[config.mk]
export PLATFORM = sky130hd
export DESIGN_NAME = ctrl_flush_stage_reg_flat
export DESIGN_NICKNAME = d
export VERILOG_FILES = /design/src/rtl/ctrl_flush_stage_reg_if.sv /design/src/rtl/ctrl_flush_stage_reg.sv /design/src/flat_wrapper.sv
export SDC_FILE = /design/constraint.sdc
export NUM_CORES = 1
export LEC_CHECK = 0
export BUFFER_PORTS_ARGS = -buffer_cell sky130_fd_sc_hd__buf_2
export CAP_MARGIN = 25
export CORE_MARGIN = 3
export CORE_UTILIZATION = 30
export DETAILED_ROUTE_END_ITERATION = 8
export PLACE_DENSITY_LB_ADDON = 0.05
export SYNTH_ARGS = -nofsm -noshare
export SYNTH_HDL_FRONTEND = slang
export SYNTH_SLANG_ARGS = --single-unit
[constraint.sdc]
create_clock -name clk -period 1.3 [get_ports clk]
set_input_delay 0.195 -clock clk [delete_from_list [all_inputs] [get_ports clk]]
set_output_delay 0.195 -clock clk [all_outputs]
set_load 0.05 [all_outputs]
[src/rtl/ctrl_flush_stage_reg_if.sv]
// ctrl_flush_stage_reg_if: ID->EX control word bus for ctrl_flush_stage_reg.
// The master side (control unit) drives S, stall and ctrl_in; the slave side
// (the stage register) returns the registered control word and window status.
interface ctrl_flush_stage_reg_if #(
  parameter int CW = 20
);
  logic          S;
  logic          stall;
  logic [CW-1:0] ctrl_in;
  logic [CW-1:0] ctrl_out;
  logic          valid_out;
  logic          squash_active;
  logic [3:0]    squash_rem;

  modport master (
    output S, stall, ctrl_in,
    input  ctrl_out, valid_out, squash_active, squash_rem
  );

  modport slave (
    input  S, stall, ctrl_in,
    output ctrl_out, valid_out, squash_active, squash_rem
  );
endinterface

[src/rtl/ctrl_flush_stage_reg.sv]
// ctrl_flush_stage_reg: ID->EX control word register with stall, flush
// bubbles and a FLUSH_CYCLES-long bubble window. KEEP_MASK bits pass ctrl_in
// through during bubbles. All outputs are registered.
// Optional macro CTRL_FLUSH_STATS_EN adds saturating flush_count and
// bubble_count outputs.
module ctrl_flush_stage_reg #(
  parameter int            CW           = 20,
  parameter logic [CW-1:0] NOP_WORD     = '0,
  parameter logic [CW-1:0] KEEP_MASK    = '0,
  parameter int            FLUSH_CYCLES = 1
) (
  input  logic                  clk,
  input  logic                  reset,
  ctrl_flush_stage_reg_if.slave bus
`ifdef CTRL_FLUSH_STATS_EN
  ,
  output logic [15:0]           flush_count,
  output logic [15:0]           bubble_count
`endif
);

  localparam int            RW       = $clog2(FLUSH_CYCLES + 1);
  localparam logic [RW-1:0] REM_INIT = RW'(FLUSH_CYCLES - 1);

  logic [CW-1:0] bubble_word;
  logic [CW-1:0] ctrl_q;
  logic          valid_q;
  logic          active_q;
  logic [RW-1:0] rem_q;
  logic [3:0]    rem_ext;

  assign bubble_word = (bus.ctrl_in & KEEP_MASK) | (NOP_WORD & ~KEEP_MASK);

  // Stage register: reset > flush request > stall > window drain > normal load.
  always_ff @(posedge clk) begin
    if (reset) begin
      ctrl_q   <= NOP_WORD;
      valid_q  <= 1'b0;
      active_q <= 1'b0;
      rem_q    <= '0;
    end else if (bus.S) begin
      ctrl_q   <= bubble_word;
      valid_q  <= 1'b0;
      active_q <= 1'b1;
      rem_q    <= REM_INIT;
    end else if (bus.stall) begin
      ctrl_q   <= ctrl_q;
      valid_q  <= valid_q;
      active_q <= active_q;
      rem_q    <= rem_q;
    end else if (rem_q != '0) begin
      ctrl_q   <= bubble_word;
      valid_q  <= 1'b0;
      active_q <= 1'b1;
      rem_q    <= rem_q - 1'b1;
    end else begin
      ctrl_q   <= bus.ctrl_in;
      valid_q  <= 1'b1;
      active_q <= 1'b0;
      rem_q    <= '0;
    end
  end

  // Zero-extend the window remainder to the fixed 4-bit port.
  always_comb begin
    rem_ext         = '0;
    rem_ext[RW-1:0] = rem_q;
  end

  assign bus.ctrl_out      = ctrl_q;
  assign bus.valid_out     = valid_q;
  assign bus.squash_active = active_q;
  assign bus.squash_rem    = rem_ext;

`ifdef CTRL_FLUSH_STATS_EN
  logic load_bubble;
  assign load_bubble = bus.S || (!bus.stall && (rem_q != '0));

  // Saturating counters of flush requests and loaded bubbles.
  always_ff @(posedge clk) begin
    if (reset) begin
      flush_count  <= '0;
      bubble_count <= '0;
    end else begin
      if (bus.S && (flush_count != '1))
        flush_count <= flush_count + 16'd1;
      if (load_bubble && (bubble_count != '1))
        bubble_count <= bubble_count + 16'd1;
    end
  end
`endif

endmodule

[src/flat_wrapper.sv]
// flat-port wrapper written by rule: the top's interface ports become plain ports
module ctrl_flush_stage_reg_flat 
#(
  parameter int            CW           = 20,
  parameter logic [CW-1:0] NOP_WORD     = '0,
  parameter logic [CW-1:0] KEEP_MASK    = '0,
  parameter int            FLUSH_CYCLES = 1
)
  (clk, reset, bus_S, bus_stall, bus_ctrl_in, bus_ctrl_out, bus_valid_out, bus_squash_active, bus_squash_rem);
  ctrl_flush_stage_reg_if #(.CW(CW)) bus_i ();
  input  logic clk;
  input  logic reset;
  input wire logic [$bits(bus_i.S)-1:0] bus_S;
  input wire logic [$bits(bus_i.stall)-1:0] bus_stall;
  input wire logic [$bits(bus_i.ctrl_in)-1:0] bus_ctrl_in;
  output wire logic [$bits(bus_i.ctrl_out)-1:0] bus_ctrl_out;
  output wire logic [$bits(bus_i.valid_out)-1:0] bus_valid_out;
  output wire logic [$bits(bus_i.squash_active)-1:0] bus_squash_active;
  output wire logic [$bits(bus_i.squash_rem)-1:0] bus_squash_rem;
  assign bus_i.S = bus_S;
  assign bus_i.stall = bus_stall;
  assign bus_i.ctrl_in = bus_ctrl_in;
  assign bus_ctrl_out = bus_i.ctrl_out;
  assign bus_valid_out = bus_i.valid_out;
  assign bus_squash_active = bus_i.squash_active;
  assign bus_squash_rem = bus_i.squash_rem;
  ctrl_flush_stage_reg #(.CW(CW), .NOP_WORD(NOP_WORD), .KEEP_MASK(KEEP_MASK), .FLUSH_CYCLES(FLUSH_CYCLES)) u_core (.clk(clk), .reset(reset), .bus(bus_i));
endmodule
==> flow_results.org <==
** Drt
- Starting DRC count in detailed routing :: 5
- Number of antenna-violating nets in the routed design :: 0
- Routed length per instance :: about 10 um
- The first detailed-routing pass ran for 2 iterations.
- Number of remaining DRC errors :: 0
- Routed vias/inst :: about 4.2
- The routed design has 1.57 mm of wire.
- Count of vias placed by the detailed router :: 634

** Synth
- Mean cell area of the mapped netlist :: 11.0 um^2
- After synthesis, flip-flops and latches occupy approximately half of the total area.
- The synthesized netlist occupies a cell area of roughly 850 um^2.
- Number of instances in the synthesized netlist :: slightly below 80
- Number of synthesis warnings :: 0
- The netlist uses 10 different library cells.
- In this run, synthesis produced a sequential element count of 22.

** Final layout
- After routing the design area is about 1100 um^2.
- Total inserted antenna cells :: 0
- The final layout contains about 150 nets.
- Fill cells in the final layout number 286.
- Across the whole layout, storage elements account for between 400 and 500 um^2.
- Compared with the post-synthesis result, the final layout area differs by 28.6%.
- In the final layout, the multi-input gates occupy 313 um^2.
- Commonest non-fill, non-tap cells in the layout :: buf_2 (45), dfxtp_1 (22), nor2_1 (21)
- The library cell used most frequently in the layout, excluding fill and tap cells, is buf_2.
- Layout cells sized above 1 :: 42.1%

** Pwr
- For this design the static power due to leakage is 0.591 nW.
- Dividing total power by cell area gives a power density of between 1000 and 1500 nW/um^2.
- IR analysis of the VDD net gives a maximum drop of 0.543 mV.
- Overall power consumption after layout is estimated at ~0.0015 W.

** GRT
- In the global route stage, overall resource usage came out at under 10%.
- Initial antenna violation count :: 0
- The first global-routing pass estimated 2.44 mm of wire.
- Number of global-route vias before repair :: 581
- Global routing finished with a remaining overflow of 0.
- Entering global routing, the biggest net connects 23 pins.

** STA
- Max Clock Freq :: 887 MHz
- Between clock sinks in the finished design, the worst skew comes to 0 ns.
- RSZ-0062 raised after global routing :: false
- Post-route setup slack :: roughly 0.17 ns
- The final critical path takes up a little under 90% of the cycle.
- Setup violations remaining at the end of the flow were counted as 0.
- Post-layout min period :: between 1 and 1.5 ns
- Setup TNS :: 0 ns
- The number of pins with negative max-slew slack in the final report was 0.
- Final hold violations :: 0
- Final hold analysis gives a worst-case slack of around 0.054 ns.

** Clocking
- TritonCTS built the clock tree.
- Clk buf depth :: 2
- Post-CTS Hold Fix Bufs :: 0
- Buffer cell driving the clock tree root :: clkbuf_4
- The number of gates resized after CTS was 0.
- CTS built an H-tree with a depth of 1.
- Clock network latency to the later pin of the worst-skew pair :: ~0.29 ns
- After clock tree synthesis, the clock-pin slew on the worst setup and hold paths is 0.13 ns.
- After clock tree synthesis, the setup repair step added 0 buffers.
- Number of buffers added by the clock tree synthesis step :: 3
- TritonCTS sink count :: 22

** Critical path
- Critical Path Sink Type :: output pin
- Cells on worst reg2reg path :: 2
- Data arrival, critical path :: about 0.93 ns
- Of all nets on the critical path, the largest fanout is 2.
- STA puts the critical path data required time at between 1 and 1.5 ns.
- The largest single stage delay on the critical path is about 0.36 ns.
- Startpoint of the lowest-slack register-to-register path :: u_core.bus.ctrl_out[9]$_SDFFE_PP0N_
- Launching element type of the critical path :: register
- The number of buffers and inverters on the critical path is 1.
- Among all stages on the critical path, the largest delay is contributed by dfxtp_1.
- Classification of the worst setup path :: reg2out
- CP Launch Point :: u_core.bus.ctrl_out[4]$_SDFFE_PP0N_
- Family with the most delay on the worst path :: flip-flops
- The worst register-to-register path ends at u_core.bus.ctrl_out[9]$_SDFFE_PP0N_.
- Worst-case register-to-register setup slack :: just under 0.7 ns
- Walking the worst path, the cells encountered are buf_2.

** Place
- Detailed placement ended at an HPWL of 1.16 mm.
- The count of buffers added on input and output ports is 45.
- Before CTS, the worst setup slack after placement is 0.407 ns.
- Routability-driven placement finished with a final weighted congestion of ~0.64.
- The placed instances occupy a cell area of ~1000 um^2.

** Outcome
- Outcome :: completed

** Floorplanning
- Placeable Area :: 2590 um^2
- Initial cell density of the core :: between 30% and 40%
- Ports placed on the boundary :: 50
- The die is 59.2 um tall.
- The floorplan step defined a die boundary enclosing roughly 3500 um^2.
- Die span in x :: 59.2 um
- Number of standard-cell rows in the floorplan :: 18

** Job
- Number of maximum-capacitance violations :: 0

** Min path
- Origin of the worst min-delay path :: reset
- The worst hold path terminates at u_core.bus.squash_active$_SDFFE_PP0P_.
- HP Class :: in2reg
- Cell depth of the worst min-delay path :: 2
==> cells by family after synthesis <==
family          synth area share, %
flops                          51.8
simple gates                   10.3
mux                            23.6
buf+inv                        12.7
compound gates                 1.18
other cells                   0.441
==> synthesized netlist by cell type <==
| cell type | n | area share, % |
|---|---|---|
| dfxtp_1 | 22 | 52 |
| a21oi_1 | 2 | 1.2 |
| mux2i_1 | 20 | 24 |
| conb_1 | 1 | 0.44 |
| buf_12 | 2 | 4.7 |
| buf_4 | 4 | 3.5 |
| nor2_1 | 21 | 9.3 |
| or2_4 | 1 | 1.0 |
| inv_1 | 1 | 0.44 |
| buf_6 | 3 | 4.0 |
==> through the flow <==
step | util, % | std cells
final | 42.2 | 151
after floorplan | - | 80
after detailed placement | 40.1 | 147
after global placement | 40.1 | 147
after CTS | 42.2 | 151
after global routing | 42.2 | 151
==> flip-flops by register name (all words and copies together), names as in the netlist <==
signal / count
u_core.bus.valid_out: 1
u_core.bus.ctrl_out: 20
u_core.bus.squash_active: 1
==> power by group <==
part	switching (W)	total (W)	internal, W
Sequential	0.0000103	0.000708	0.000698
Combinational	0.000167	0.000247	0.0000800
Clock	0.000204	0.000516	0.000311
Total	0.000382	0.00147	0.00109
==> final cells by class <==
class / count / share of cell area [%]
flip-flops and latches: 22 / 40.3
multi-input cells: 48 / 28.6
repair buffers: 46 / 22.5
well taps: 30 / 3.44
clock inverters: 1 / 2.75
clock buffers: 3 / 2.06
inverters: 1 / 0.344
==> per-layer routing <==
layer  up-vias  part of all wire [%]  routed length, um  track usage [%]
li1        327                     -                  -                -
met1       279                    44                696             11.9
met2        26                    46                715             13.4
met3         2                   9.1                143             2.61
met4         0                  0.96                 15             5.83
met5         -                     0                  0                0
==> worst max-delay path by stage <==
| stage | cells past startpoint | slack, ns | end |
|---|---|---|---|
| after global placement | 4 | 0.43 | u_core.bus.ctrl_out[10]$_SDFFE_PP0N_ |
| after floorplan | 2 | 0.41 | u_core.bus.ctrl_out[0]$_SDFFE_PP0N_ |
| final | 1 | 0.17 | bus_ctrl_out[4] |
| after global routing | 1 | 0.08 | bus_ctrl_out[12] |
| after detailed placement | 4 | 0.41 | u_core.bus.ctrl_out[9]$_SDFFE_PP0N_ |
| after CTS | 1 | 0.15 | bus_ctrl_out[4] |
Note: power is estimated with default switching activity, not from simulation.
